`config.mk`:
```
export PLATFORM = sky130hd
export DESIGN_NAME = cam_table_client_flat
export DESIGN_NICKNAME = d
export VERILOG_FILES = /design/src/rtl/cam_table_client_if.sv /design/src/rtl/cam_table_client.sv /design/src/flat_wrapper.sv
export SDC_FILE = /design/constraint.sdc
export NUM_CORES = 1
export LEC_CHECK = 0
export BUFFER_PORTS_ARGS = -buffer_cell sky130_fd_sc_hd__clkbuf_2
export CAP_MARGIN = 25
export CORE_MARGIN = 5
export CORE_UTILIZATION = 48
export DETAILED_ROUTE_END_ITERATION = 10
export GPL_TIMING_DRIVEN = 1
export PLACE_DENSITY = 0.74
export SLEW_MARGIN = 20
export SYNTH_ARGS = -nofsm -noshare
export SYNTH_HDL_FRONTEND = slang
export SYNTH_SLANG_ARGS = --single-unit
```
`constraint.sdc`:
```
create_clock -name clk -period 2.85 [get_ports clk]
set_clock_uncertainty 0.2 [all_clocks]
set_input_delay 0.7125 -clock clk [delete_from_list [all_inputs] [get_ports clk]]
set_output_delay 0.7125 -clock clk [all_outputs]
set_load 0.01 [all_outputs]
```
`src/rtl/cam_table_client_if.sv`:
```
// Handshake bundle between cam_table_client, its command/response stage and the EP2 CAM table.
// The master modport is the client; slave is the environment (pipeline stage plus table).
interface cam_table_client_if #(
  parameter int KEY_SIZE   = 8,
  parameter int VALUE_SIZE = 32,
  parameter int USER_WIDTH = 4
);
  logic [1:0]            cmd_op;
  logic [KEY_SIZE-1:0]   cmd_key;
  logic [VALUE_SIZE-1:0] cmd_operand;
  logic [USER_WIDTH-1:0] cmd_user;
  logic                  cmd_valid;
  logic                  cmd_ready;

  logic [KEY_SIZE-1:0]   lookup_req_index;
  logic [USER_WIDTH-1:0] lookup_req_user;
  logic                  lookup_req_valid;
  logic                  lookup_req_ready;

  logic [VALUE_SIZE-1:0] lookup_value_data;
  logic                  lookup_value_valid;
  logic                  lookup_value_ready;

  logic [KEY_SIZE-1:0]   update_req_index;
  logic [VALUE_SIZE-1:0] update_req_data;
  logic [USER_WIDTH-1:0] update_req_user;
  logic                  update_req_valid;
  logic                  update_req_ready;

  logic [VALUE_SIZE-1:0] resp_data;
  logic [USER_WIDTH-1:0] resp_user;
  logic                  resp_err;
  logic                  resp_valid;
  logic                  resp_ready;

  modport master (
    input  cmd_op, cmd_key, cmd_operand, cmd_user, cmd_valid,
    output cmd_ready,
    output lookup_req_index, lookup_req_user, lookup_req_valid,
    input  lookup_req_ready,
    input  lookup_value_data, lookup_value_valid,
    output lookup_value_ready,
    output update_req_index, update_req_data, update_req_user, update_req_valid,
    input  update_req_ready,
    output resp_data, resp_user, resp_err, resp_valid,
    input  resp_ready
  );

  modport slave (
    output cmd_op, cmd_key, cmd_operand, cmd_user, cmd_valid,
    input  cmd_ready,
    input  lookup_req_index, lookup_req_user, lookup_req_valid,
    output lookup_req_ready,
    output lookup_value_data, lookup_value_valid,
    input  lookup_value_ready,
    input  update_req_index, update_req_data, update_req_user, update_req_valid,
    output update_req_ready,
    input  resp_data, resp_user, resp_err, resp_valid,
    output resp_ready
  );
endinterface

```
`src/rtl/cam_table_client.sv`:
```
// Single-outstanding initiator for the EP2 CAM table: READ, WRITE and atomic ADD
// (lookup then update with no other access in between), one response per command.
module cam_table_client #(
  parameter int KEY_SIZE       = 8,
  parameter int VALUE_SIZE     = 32,
  parameter int USER_WIDTH     = 4,
  parameter int TIMEOUT_CYCLES = 64
) (
  input  logic               clk,
  input  logic               rst,
  cam_table_client_if.master bus,
  output logic [15:0]        stale_count
);

  typedef enum logic [2:0] {IDLE, LOOKUP, WAIT, UPDATE, RESP} state_t;
  typedef enum logic [1:0] {OP_READ, OP_WRITE, OP_ADD, OP_RSVD} op_t;

  localparam logic [15:0] TIMER_LAST = 16'(TIMEOUT_CYCLES - 1);

  state_t                state, state_n;
  op_t                   op_q;
  logic [VALUE_SIZE-1:0] operand_q;
  logic [15:0]           timer;

  assign bus.cmd_ready          = (state == IDLE) && !rst;
  assign bus.lookup_value_ready = ((state == IDLE) || (state == WAIT)) && !rst;

  // NOTE: state_n gets its default before the case so no path leaves it unassigned (no latch).
  always_comb begin
    state_n = state;
    unique case (state)
      IDLE: if (bus.cmd_valid) begin
        unique case (op_t'(bus.cmd_op))
          OP_READ, OP_ADD: state_n = LOOKUP;
          OP_WRITE:        state_n = UPDATE;
          default:         state_n = RESP;
        endcase
      end
      LOOKUP: if (bus.lookup_req_ready) state_n = WAIT;
      // A value arriving on the last timer cycle beats the timeout.
      WAIT: begin
        if (bus.lookup_value_valid)  state_n = (op_q == OP_ADD) ? UPDATE : RESP;
        else if (timer == TIMER_LAST) state_n = RESP;
      end
      UPDATE: if (bus.update_req_ready) state_n = RESP;
      RESP:   if (bus.resp_ready)       state_n = IDLE;
      default: state_n = IDLE;
    endcase
  end

  // NOTE: all state here uses non-blocking assignments so every flop samples pre-edge values.
  always_ff @(posedge clk) begin
    if (rst) begin
      state                <= IDLE;
      op_q                 <= OP_READ;
      operand_q            <= '0;
      timer                <= '0;
      stale_count          <= '0;
      bus.lookup_req_index <= '0;
      bus.lookup_req_user  <= '0;
      bus.lookup_req_valid <= 1'b0;
      bus.update_req_index <= '0;
      bus.update_req_data  <= '0;
      bus.update_req_user  <= '0;
      bus.update_req_valid <= 1'b0;
      bus.resp_data        <= '0;
      bus.resp_user        <= '0;
      bus.resp_err         <= 1'b0;
      bus.resp_valid       <= 1'b0;
    end else begin
      state                <= state_n;
      bus.lookup_req_valid <= (state_n == LOOKUP);
      bus.update_req_valid <= (state_n == UPDATE);
      bus.resp_valid       <= (state_n == RESP);

      // Values accepted while idle belong to an abandoned lookup.
      if (state == IDLE && bus.lookup_value_valid && stale_count != 16'hFFFF)
        stale_count <= stale_count + 16'd1;

      unique case (state)
        IDLE: if (bus.cmd_valid) begin
          op_q                 <= op_t'(bus.cmd_op);
          operand_q            <= bus.cmd_operand;
          bus.lookup_req_index <= bus.cmd_key;
          bus.update_req_index <= bus.cmd_key;
          bus.lookup_req_user  <= bus.cmd_user;
          bus.update_req_user  <= bus.cmd_user;
          bus.resp_user        <= bus.cmd_user;
          bus.update_req_data  <= bus.cmd_operand;
          bus.resp_data        <= (op_t'(bus.cmd_op) == OP_WRITE) ? bus.cmd_operand : '0;
          bus.resp_err         <= (op_t'(bus.cmd_op) == OP_RSVD);
        end
        LOOKUP: if (bus.lookup_req_ready) timer <= '0;
        WAIT: begin
          if (bus.lookup_value_valid) begin
            bus.resp_data       <= bus.lookup_value_data;
            bus.update_req_data <= bus.lookup_value_data + operand_q;
            bus.resp_err        <= 1'b0;
          end else if (timer == TIMER_LAST) begin
            bus.resp_data <= '0;
            bus.resp_err  <= 1'b1;
          end else begin
            timer <= timer + 16'd1;
          end
        end
        default: ;
      endcase
    end
  end

endmodule

```
`src/flat_wrapper.sv`:
```
// flat-port wrapper written by rule: the top's interface ports become plain ports
module cam_table_client_flat 
#(
  parameter int KEY_SIZE       = 8,
  parameter int VALUE_SIZE     = 32,
  parameter int USER_WIDTH     = 4,
  parameter int TIMEOUT_CYCLES = 64
)
  (clk, rst, stale_count, bus_cmd_op, bus_cmd_key, bus_cmd_operand, bus_cmd_user, bus_cmd_valid, bus_cmd_ready, bus_lookup_req_index, bus_lookup_req_user, bus_lookup_req_valid, bus_lookup_req_ready, bus_lookup_value_data, bus_lookup_value_valid, bus_lookup_value_ready, bus_update_req_index, bus_update_req_data, bus_update_req_user, bus_update_req_valid, bus_update_req_ready, bus_resp_data, bus_resp_user, bus_resp_err, bus_resp_valid, bus_resp_ready);
  cam_table_client_if #(.KEY_SIZE(KEY_SIZE), .VALUE_SIZE(VALUE_SIZE), .USER_WIDTH(USER_WIDTH)) bus_i ();
  input  logic clk;
  input  logic rst;
  output logic [15:0] stale_count;
  input wire logic [$bits(bus_i.cmd_op)-1:0] bus_cmd_op;
  input wire logic [$bits(bus_i.cmd_key)-1:0] bus_cmd_key;
  input wire logic [$bits(bus_i.cmd_operand)-1:0] bus_cmd_operand;
  input wire logic [$bits(bus_i.cmd_user)-1:0] bus_cmd_user;
  input wire logic [$bits(bus_i.cmd_valid)-1:0] bus_cmd_valid;
  output wire logic [$bits(bus_i.cmd_ready)-1:0] bus_cmd_ready;
  output wire logic [$bits(bus_i.lookup_req_index)-1:0] bus_lookup_req_index;
  output wire logic [$bits(bus_i.lookup_req_user)-1:0] bus_lookup_req_user;
  output wire logic [$bits(bus_i.lookup_req_valid)-1:0] bus_lookup_req_valid;
  input wire logic [$bits(bus_i.lookup_req_ready)-1:0] bus_lookup_req_ready;
  input wire logic [$bits(bus_i.lookup_value_data)-1:0] bus_lookup_value_data;
  input wire logic [$bits(bus_i.lookup_value_valid)-1:0] bus_lookup_value_valid;
  output wire logic [$bits(bus_i.lookup_value_ready)-1:0] bus_lookup_value_ready;
  output wire logic [$bits(bus_i.update_req_index)-1:0] bus_update_req_index;
  output wire logic [$bits(bus_i.update_req_data)-1:0] bus_update_req_data;
  output wire logic [$bits(bus_i.update_req_user)-1:0] bus_update_req_user;
  output wire logic [$bits(bus_i.update_req_valid)-1:0] bus_update_req_valid;
  input wire logic [$bits(bus_i.update_req_ready)-1:0] bus_update_req_ready;
  output wire logic [$bits(bus_i.resp_data)-1:0] bus_resp_data;
  output wire logic [$bits(bus_i.resp_user)-1:0] bus_resp_user;
  output wire logic [$bits(bus_i.resp_err)-1:0] bus_resp_err;
  output wire logic [$bits(bus_i.resp_valid)-1:0] bus_resp_valid;
  input wire logic [$bits(bus_i.resp_ready)-1:0] bus_resp_ready;
  assign bus_i.cmd_op = bus_cmd_op;
  assign bus_i.cmd_key = bus_cmd_key;
  assign bus_i.cmd_operand = bus_cmd_operand;
  assign bus_i.cmd_user = bus_cmd_user;
  assign bus_i.cmd_valid = bus_cmd_valid;
  assign bus_cmd_ready = bus_i.cmd_ready;
  assign bus_lookup_req_index = bus_i.lookup_req_index;
  assign bus_lookup_req_user = bus_i.lookup_req_user;
  assign bus_lookup_req_valid = bus_i.lookup_req_valid;
  assign bus_i.lookup_req_ready = bus_lookup_req_ready;
  assign bus_i.lookup_value_data = bus_lookup_value_data;
  assign bus_i.lookup_value_valid = bus_lookup_value_valid;
  assign bus_lookup_value_ready = bus_i.lookup_value_ready;
  assign bus_update_req_index = bus_i.update_req_index;
  assign bus_update_req_data = bus_i.update_req_data;
  assign bus_update_req_user = bus_i.update_req_user;
  assign bus_update_req_valid = bus_i.update_req_valid;
  assign bus_i.update_req_ready = bus_update_req_ready;
  assign bus_resp_data = bus_i.resp_data;
  assign bus_resp_user = bus_i.resp_user;
  assign bus_resp_err = bus_i.resp_err;
  assign bus_resp_valid = bus_i.resp_valid;
  assign bus_i.resp_ready = bus_resp_ready;
  cam_table_client #(.KEY_SIZE(KEY_SIZE), .VALUE_SIZE(VALUE_SIZE), .USER_WIDTH(USER_WIDTH), .TIMEOUT_CYCLES(TIMEOUT_CYCLES)) u_core (.clk(clk), .rst(rst), .bus(bus_i), .stale_count(stale_count));
endmodule
```
# Yosys cells after proc, flatten, opt, wreduce, memory -nomap -nowiden

Cells that the tools add are included.

Register bits after elaboration: 149
Input port bits: 85
Output and inout bits: 114

Add/subtract/negate cells: 3
Equality and inequality tests: 19
Mux-type cells: 25
Reduce and logical (&&, ||, !) cells: 15

Operator list:

| kind                                                             | count |
|---|---|
| 32-bit two-way mux                                               | 6 |
| 32-bit case mux with 2 select lines                              | 2 |
| 16-bit two-way mux                                               | 3 |
| 16-bit by 1-bit adder with 16-bit output, second input constant  | 2 |
| 32-bit adder                                                     | 1 |
| 16-bit case mux with 2 select lines                              | 1 |
| 3-bit two-way mux                                                | 7 |
| 16-bit by 6-bit == test with 1-bit output, second input constant | 1 |
| 16-bit inequality test, second input constant                    | 1 |
| 3-bit case mux with 5 select lines                               | 1 |
| 2-bit inequality test, second input constant                     | 5 |
| 3-bit by 2-bit == test with 1-bit output, second input constant  | 3 |
| 2-bit == test, second input constant                             | 3 |
| 3-bit by 1-bit == test with 1-bit output, second input constant  | 2 |
| 3-bit == test, second input constant                             | 2 |
| 3-bit case mux with 2 select lines                               | 1 |
| 3-bit AND reduction                                              | 2 |
| 1-bit logical AND                                                | 4 |
| 4-bit AND reduction                                              | 1 |
| 2-bit nonzero test                                               | 2 |
| 3-bit logical NOT                                                | 1 |
| 1-bit two-way mux                                                | 3 |
| 3-bit inequality test, second input constant                     | 1 |
| 2-bit by 1-bit == test with 1-bit output, second input constant  | 1 |
| other kinds (6)                                                  | 6 |

# Longest topological paths before layout

Gate-level depths: netlist of run 1.

Depth in word-level cells: 6
Gate-level depth with buffers: 9
Depth with buffers taken out: 9

# Worst setup path after synthesis of run 1

Ideal clock, no wire load.

Path type: input -> register
Start: input bus_lookup_value_data[10]
End: register u_core.bus.update_req_data[29]
Library setup time: 86 ps
Data arrival time: 2737 ps
Data required time: 2564 ps
Path slack: -173 ps
Cell stages on the path: 9
Cell sequence: ha_1 -> buf_6 -> a21o_1 -> a21o_1 -> a221o_1 -> o41a_1 -> a41oi_2 -> xor2_1 -> a211oi_1

Longest elaborated chain between the ends: 3

Ends and longest elaborated chain:

| element                             | RTL line                  | RTL |
|---|---|---|
| start: declaration                  | flat_wrapper.sv:24        | `input wire logic [$bits(bus_i.lookup_value_data)-1:0] bus_lookup_value_data;` |
| 32-bit adder                        | cam_table_client.sv:97    | `bus.update_req_data <= bus.lookup_value_data + operand_q;` |
| 32-bit two-way mux                  | cam_table_client.sv:95    | `if (bus.lookup_value_valid) begin` |
| 32-bit case mux with 2 select lines | cam_table_client.sv:80    | `unique case (state)` |
| end signal: assignment              | cam_table_client.sv:89    | `bus.update_req_data <= bus.cmd_operand;` |
| end signal: assignment              | cam_table_client.sv:97    |  |
| end: declaration                    | cam_table_client_if.sv:43 | `output update_req_index, update_req_data, update_req_user, update_req_valid,` |

No other way between the ends. The select of a mux whose other input is x is not followed.
A chain may end at the register's enable or synchronous reset.

# Worst setup path in the final report of run 1

Start: input bus_lookup_value_data[0]
End: register u_core.bus.update_req_data[28]

The elaborated chain is that of the path after synthesis.

==> flow_metrics.tcl, run 1 <==
set metrics [dict create \
    clk_pin_slew_ns 0.07 \
    grt_pass1_wl_um 37800 \
    cp_data_arrival_time_ns 2.85 \
    finalSetupViolCount 0 \
    coreArea_sq_mm 0.0159 \
    drc 0 \
    area_delta_synth_final_pct 28.6 \
    max_stage_delay_ns 0.42 \
    fin_crit_sh_pct 96.2 \
    hp-class "reg -> reg" \
    final_cell_mix "clkbuf_2, nand2_1, dfxtp_1" \
    path_cells "clkbuf_2, ha_1, fa_1, a21oi_2, o211ai_1, buf_4, nand4_1, o211ai_1, a41oi_1, xor2_1, o22ai_1" \
    cts_buffer_depth 2 \
    cp_num_buf_inv 2 \
    outcome "finished, final reports clean" \
    numCtsBuffers 17 \
    async_flop_share_pct 0 \
    layout-drive-gt1-share_pct 27.2 \
    grt_pass1_vias 7545 \
    ioPinCount 199 \
    antenna_found_initial 0 \
    synthTopCellsByArea "dfxtp_1, nand2_1, a21oi_1, ha_1, nor2_1" \
    post_drt_wl_per_cell_um 16.8 \
    yosysWarnings 0 \
    grt-ovfl-total 0 \
    syn_inst 973 \
    die_w_um 137 \
    synth_top_cell_by_area "dfxtp_1" \
    worst_pin_slew_ns 0.602 \
    path_delay_family "compound AO/OA/AOI/OAI gates" \
    io_buffers 198 \
    start_kind "input pin" \
    fmax_mhz 365 \
    rsz0062_at_grt "true" \
    drt_iter0_markers 766 \
    dieArea_sq_mm 0.0188 \
    grt_max_degree 73 \
    max-slew-margin-rel_pct 59.5 \
    cp-end-kind "register" \
    synth_top_area_share_pct 38.4 \
    routed_wl_um 23900 \
    worst_ep_required_time_ns 2.96 \
    cts-root-buf "clkbuf_16" \
    placedInstanceArea_sq_mm 0.00937 \
    syn_area_sq_mm 0.00776 \
    nFillCells 1424 \
    crit_path_frequent_cell "o211ai_1" \
    rows 46 \
    ys.flop_type "dfxtp_1" \
    nets 1314 \
    die_y_um 137 \
    syn_nets 1092 \
    place.gp.congestion 0.897 \
    final_common_cell "clkbuf_2" \
    slew_violations 0 \
    start_util_pct 48.9 \
    vias 8042 \
    final_area_sq_mm 0.00998 \
    cts_max_level 4 \
    place_hpwl_um 17300 \
    fin_crit_ns 2.74 \
    max-cap-violations 0 \
    via_per_inst 5.65 \
    ctsHoldBuffers 0 \
    grt.total_usage_pct 25.1 \
    ir_worst_vdd_uv 540 \
    total_power_w 0.00760 \
    power.leakage_nw 4.35 \
    cp_slowest_cell "fa_1" \
    critPathKind "in -> reg" \
    clkSinkCount 149 \
    drt_first_pass_iters 6 \
    hold_viol_final 0 \
    cts_tree "done" \
    avgSynthCellArea_sq_um 7.98 \
    synth_cell_types 60 \
    synth_edf_count 0 \
    yosysSeqAreaShare_pct 38.4 \
    diodes 0 \
    synth-seq-cells 149 \
    cp_max_fo 4 \
    clk_latency_ns 0.43 \
    power_density_mw_per_mm2 761 \
    drtAntennaViolNets 0 \
]
==> where the power goes <==
part           internal (W)  switching [W]
registers           0.00239       0.000205
clock network       0.00138       0.000902
logic               0.00112        0.00161
total               0.00488        0.00272
==> worst paths after layout <==
check / from / end / slack, ns / cells after the start
worst max register to register: u_core.operand_q[0]$_SDFFE_PP0P_ / u_core.bus.update_req_data[28]$_SDFFE_PP0P_ / 0.20 / 10
worst max-delay path: bus_lookup_value_data[0] / u_core.bus.update_req_data[28]$_SDFFE_PP0P_ / 0.11 / 11
worst min register to register: u_core.operand_q[14]$_SDFFE_PP0P_ / u_core.operand_q[14]$_SDFFE_PP0P_ / 0.26 / 2
worst min-delay path: u_core.operand_q[14]$_SDFFE_PP0P_ / u_core.operand_q[14]$_SDFFE_PP0P_ / 0.26 / 2
==> per-stage QoR <==
| step | cells | hold WS, ns | setup WS (ns) | TNS (ns) | util (%) |
|---|---|---|---|---|---|
| 6_report | 1424 | 0.259 | 0.109 | 0 | 62.9 |
| 5_1_grt | 1424 | 0.274 | -0.0594 | -0.0952 | 62.9 |
| 4_1_cts | 1422 | 0.260 | 0.0344 | 0 | 62.7 |
| 3_5_place_dp | 1390 | 0.250 | -0.401 | -4.32 | 59.0 |
| 3_3_place_gp | 1390 | 0.241 | -0.339 | -3.47 | 59.0 |
| 2_1_floorplan | 973 | 0.231 | 0.0206 | 0 | - |
==> cell families after synthesis <==
logic type / after synthesis / share of synthesized area (%)
AND/OR/NAND/NOR: 377 / 21.5
flip-flops: 149 / 38.4
XOR/XNOR: 47 / 5.30
multiplexers: 7 / 0.919
adder cells (fa/ha/maj): 34 / 5.58
AO/OA/AOI/OAI: 262 / 22.6
buffers and inverters: 97 / 5.74
==> flip-flops by register name, summed over array words and instances (netlist names) <==
signal / cells
u_core.bus.resp_data: 32
u_core.bus.update_req_data: 32
u_core.operand_q: 32
u_core.stale_count: 16
u_core.timer: 16
u_core.bus.lookup_req_index: 8
u_core.bus.lookup_req_user: 4
u_core.state: 3
u_core.op_q: 2
u_core.bus.lookup_req_valid: 1
u_core.bus.resp_err: 1
u_core.bus.resp_valid: 1
u_core.bus.update_req_valid: 1
==> layout make-up <==
| cell class | count | area (sq um) | share of cell area, % |
|---|---|---|---|
| inverters | 17 | 63.8 | 0.639 |
| multi-input cells | 727 | 4390 | 44.0 |
| clock inverters | 12 | 156 | 1.57 |
| repair buffers | 283 | 1680 | 16.8 |
| flip-flops and latches | 149 | 2980 | 29.9 |
| well taps | 216 | 270 | 2.71 |
| clock buffers | 20 | 437 | 4.37 |
==> tightest hold or removal path, cell delays in order, from the launching register on <==
cell and delay [ns]:
dfxtp_1 0.31, nand2_1 0.05, a21oi_1 0.05
==> per-layer routing <==
metal	routed length, um	up-vias	track usage (%)
met5	0	-	0
met4	460	0	8.65
met3	1780	30	4.64
met2	11100	311	41.3
met1	10600	3753	33.2
li1	-	3948	-
==> synthesized netlist by cell type (10+ instances only) <==
| cell | n |
|---|---|
| nor2_1 | 108 |
| buf_4 | 17 |
| ha_1 | 33 |
| or3_1 | 17 |
| a21o_1 | 10 |
| clkbuf_1 | 54 |
| nor3_1 | 15 |
| a21oi_1 | 103 |
| a211oi_1 | 14 |
| xor2_1 | 23 |
| a222oi_1 | 32 |
| xnor2_1 | 24 |
| dfxtp_1 | 149 |
| nand3_1 | 16 |
| inv_1 | 17 |
| nand4_1 | 15 |
| o21ai_0 | 37 |
| a311oi_1 | 12 |
| nand2_1 | 168 |
==> timing repair <==
action,CTS,global route
buffers inserted,0,2
gates resized for setup,0,3
endpoints found under the setup margin,0,5
No activity file was read; power rests on OpenSTA's default activity.
==> run 2: changes to the inputs <==
--- a/config.mk
+++ b/config.mk
@@ -6,9 +6,9 @@
 export NUM_CORES = 1
 export LEC_CHECK = 0
 export BUFFER_PORTS_ARGS = -buffer_cell sky130_fd_sc_hd__clkbuf_2
-export CAP_MARGIN = 25
+export CAP_MARGIN = 0
 export CORE_MARGIN = 5
-export CORE_UTILIZATION = 48
+export CORE_UTILIZATION = 50
 export DETAILED_ROUTE_END_ITERATION = 10
 export GPL_TIMING_DRIVEN = 1
 export PLACE_DENSITY = 0.74
==> constraint.sdc (replaced) <==
create_clock -name clk -period 3.5 [get_ports clk]
set_clock_uncertainty 0.2 [all_clocks]
set_input_delay 0.875 -clock clk [delete_from_list [all_inputs] [get_ports clk]]
set_output_delay 0.875 -clock clk [all_outputs]
set_load 0.01 [all_outputs]
==> run 2 against run 1 <==
Combinational power down 25%; total power down 19%; sequential share of layout area up 1.6 points; register-to-register slack better by 0.42 ns; clock power down 14%; count of clock-buffer cells in the layout unchanged; largest cell class unchanged.
==> flow_metrics.tcl, run 2 (synthesized netlist as in run 1, its figures left out) <==
set metrics [dict create \
    cts-root-buf "clkbuf_16" \
    cp_max_fo 5 \
    grt_pass1_vias 7180 \
    cts_max_level 4 \
    clockPowerShare_pct 32.2 \
    vias 7759 \
    routed-wl-met3_um 1620 \
    clk_latency_ns 0.42 \
    hold_viol_final 0 \
    cts_setup_buffers 0 \
    ctsResizeCount 0 \
    die_y_um 135 \
    start_kind "input pin" \
    dr_wl_met2_um 10700 \
    max-cap-violations 0 \
    coreArea_sq_mm 0.0152 \
    p_sw_w 0.00216 \
    p_seq_share_pct 34.5 \
    start_util_pct 51.1 \
    top_regs "u_core.bus.resp_data x32, u_core.bus.update_req_data x32, u_core.operand_q x32" \
    drt_first_pass_iters 8 \
    fin_crit_sh_pct 88.8 \
    placedInstanceArea_sq_mm 0.00884 \
    routed_wl_um 23000 \
    nets 1251 \
    post_drt_wl_per_cell_um 17.3 \
    p_int_w 0.00396 \
    grt.total_usage_pct 24.9 \
    die_w_um 135 \
    ir_worst_vdd_uv 394 \
    drc 0 \
    rows 45 \
    clkSinkCount 149 \
    comb_power_share_pct 33.4 \
    max-slew-margin-rel_pct 34.7 \
    wl_met1_um 10300 \
    setup_tns_ns 0 \
    layout-drive-gt1-share_pct 23.1 \
    cp-end-kind "register" \
    drtAntennaViolNets 0 \
    routed.top_layer "met4" \
    place_hpwl_um 16700 \
    fin_crit_ns 3.11 \
    worst_pin_slew_ns 0.979 \
    grt_pass1_wl_um 36900 \
    antenna_found_initial 0 \
    swShare_pct 35.3 \
    via_per_inst 5.82 \
    grt-ovfl-total 0 \
    place.gp.congestion 0.940 \
    final_cell_mix "clkbuf_2, nand2_1, dfxtp_1" \
    cts_buffer_depth 2 \
    final_common_cell "clkbuf_2" \
    slew_violations 0 \
    worst_ep_required_time_ns 3.63 \
    area_delta_synth_final_pct 22.2 \
    power.leakage_nw 4.07 \
    ctsHoldBuffers 0 \
    outcome "finished, final reports clean" \
    finalSetupViolCount 0 \
    cp_data_arrival_time_ns 3.24 \
    cts_tree "done" \
    numCtsBuffers 17 \
    critPathKind "in -> reg" \
    final_area_sq_mm 0.00949 \
    grt_max_degree 49 \
    rsz0062_at_grt "false" \
    clk_pin_slew_ns 0.06 \
    power_density_mw_per_mm2 645 \
    drt_iter0_markers 794 \
    ioPinCount 199 \
    fmax_mhz 322 \
    diodes 0 \
    dieArea_sq_mm 0.0181 \
    io_buffers 198 \
    hp-class "reg -> reg" \
]
[run 2: cell type report]
class | instances | area (sq um)
Clock buffer | 20 | 467
Clock inverter | 12 | 175
Fill cell | 1381 | 5720
Inverter | 17 | 63.8
Multi-Input combinational cell | 727 | 4370
Sequential cell | 149 | 2980
Tap cell | 188 | 235
Timing Repair Buffer | 220 | 1200
[run 2: worst max-delay path, stage by stage]
cell       delay (ns)
clkbuf_2         0.10
ha_1             0.19
fa_1             0.21
a21oi_1          0.11
o211ai_1         0.44
nand3_1          0.18
a2111oi_1        0.59
a21oi_1          0.17
xor2_1           0.16
a211oi_1         0.21
[run 2: final timing paths]
| check | start | cells after the start | to | slack (ns) |
|---|---|---|---|---|
| setup / recovery | bus_lookup_value_data[0] | 10 | u_core.bus.update_req_data[30]$_SDFFE_PP0P_ | 0.39 |
| hold / removal | u_core.op_q[1]$_SDFFE_PP0P_ | 2 | u_core.op_q[1]$_SDFFE_PP0P_ | 0.26 |
| hold reg to reg | u_core.op_q[1]$_SDFFE_PP0P_ | 2 | u_core.op_q[1]$_SDFFE_PP0P_ | 0.26 |
| setup reg to reg | u_core.operand_q[0]$_SDFFE_PP0P_ | 9 | u_core.bus.update_req_data[30]$_SDFFE_PP0P_ | 0.62 |
[run 2: per-stage QoR]
step,cells,power (W),utilization (%),hold slack (ns),setup slack (ns)
after floorplan,973,0.00345,-,0.231,0.315
after global placement,1301,0.00412,58.2,0.242,0.0347
after detailed placement,1301,0.00415,58.2,0.249,-0.00338
after CTS,1333,0.00614,62.4,0.257,0.431
after global routing,1333,0.00647,62.4,0.270,0.266
final,1333,0.00612,62.4,0.257,0.393
[run 2: power by group through the flow]
stage / combinational [W] / sequential, W / clock [W]
6_report: 0.00204 / 0.00211 / 0.00197
5_1_grt: 0.00224 / 0.00214 / 0.00208
4_1_cts: 0.00203 / 0.00211 / 0.00200
3_5_place_dp: 0.00201 / 0.00214 / 0
3_3_place_gp: 0.00199 / 0.00214 / 0
2_1_floorplan: 0.00128 / 0.00217 / 0
[run 2: layer usage]
| metal | global-route usage (%) | vias to the layer above |
|---|---|---|
| met1 | 33.9 | 3624 |
| met3 | 5.48 | 29 |
| li1 | - | 3804 |
| met2 | 40.8 | 302 |
| met5 | 0 | - |
| met4 | 5.77 | 0 |
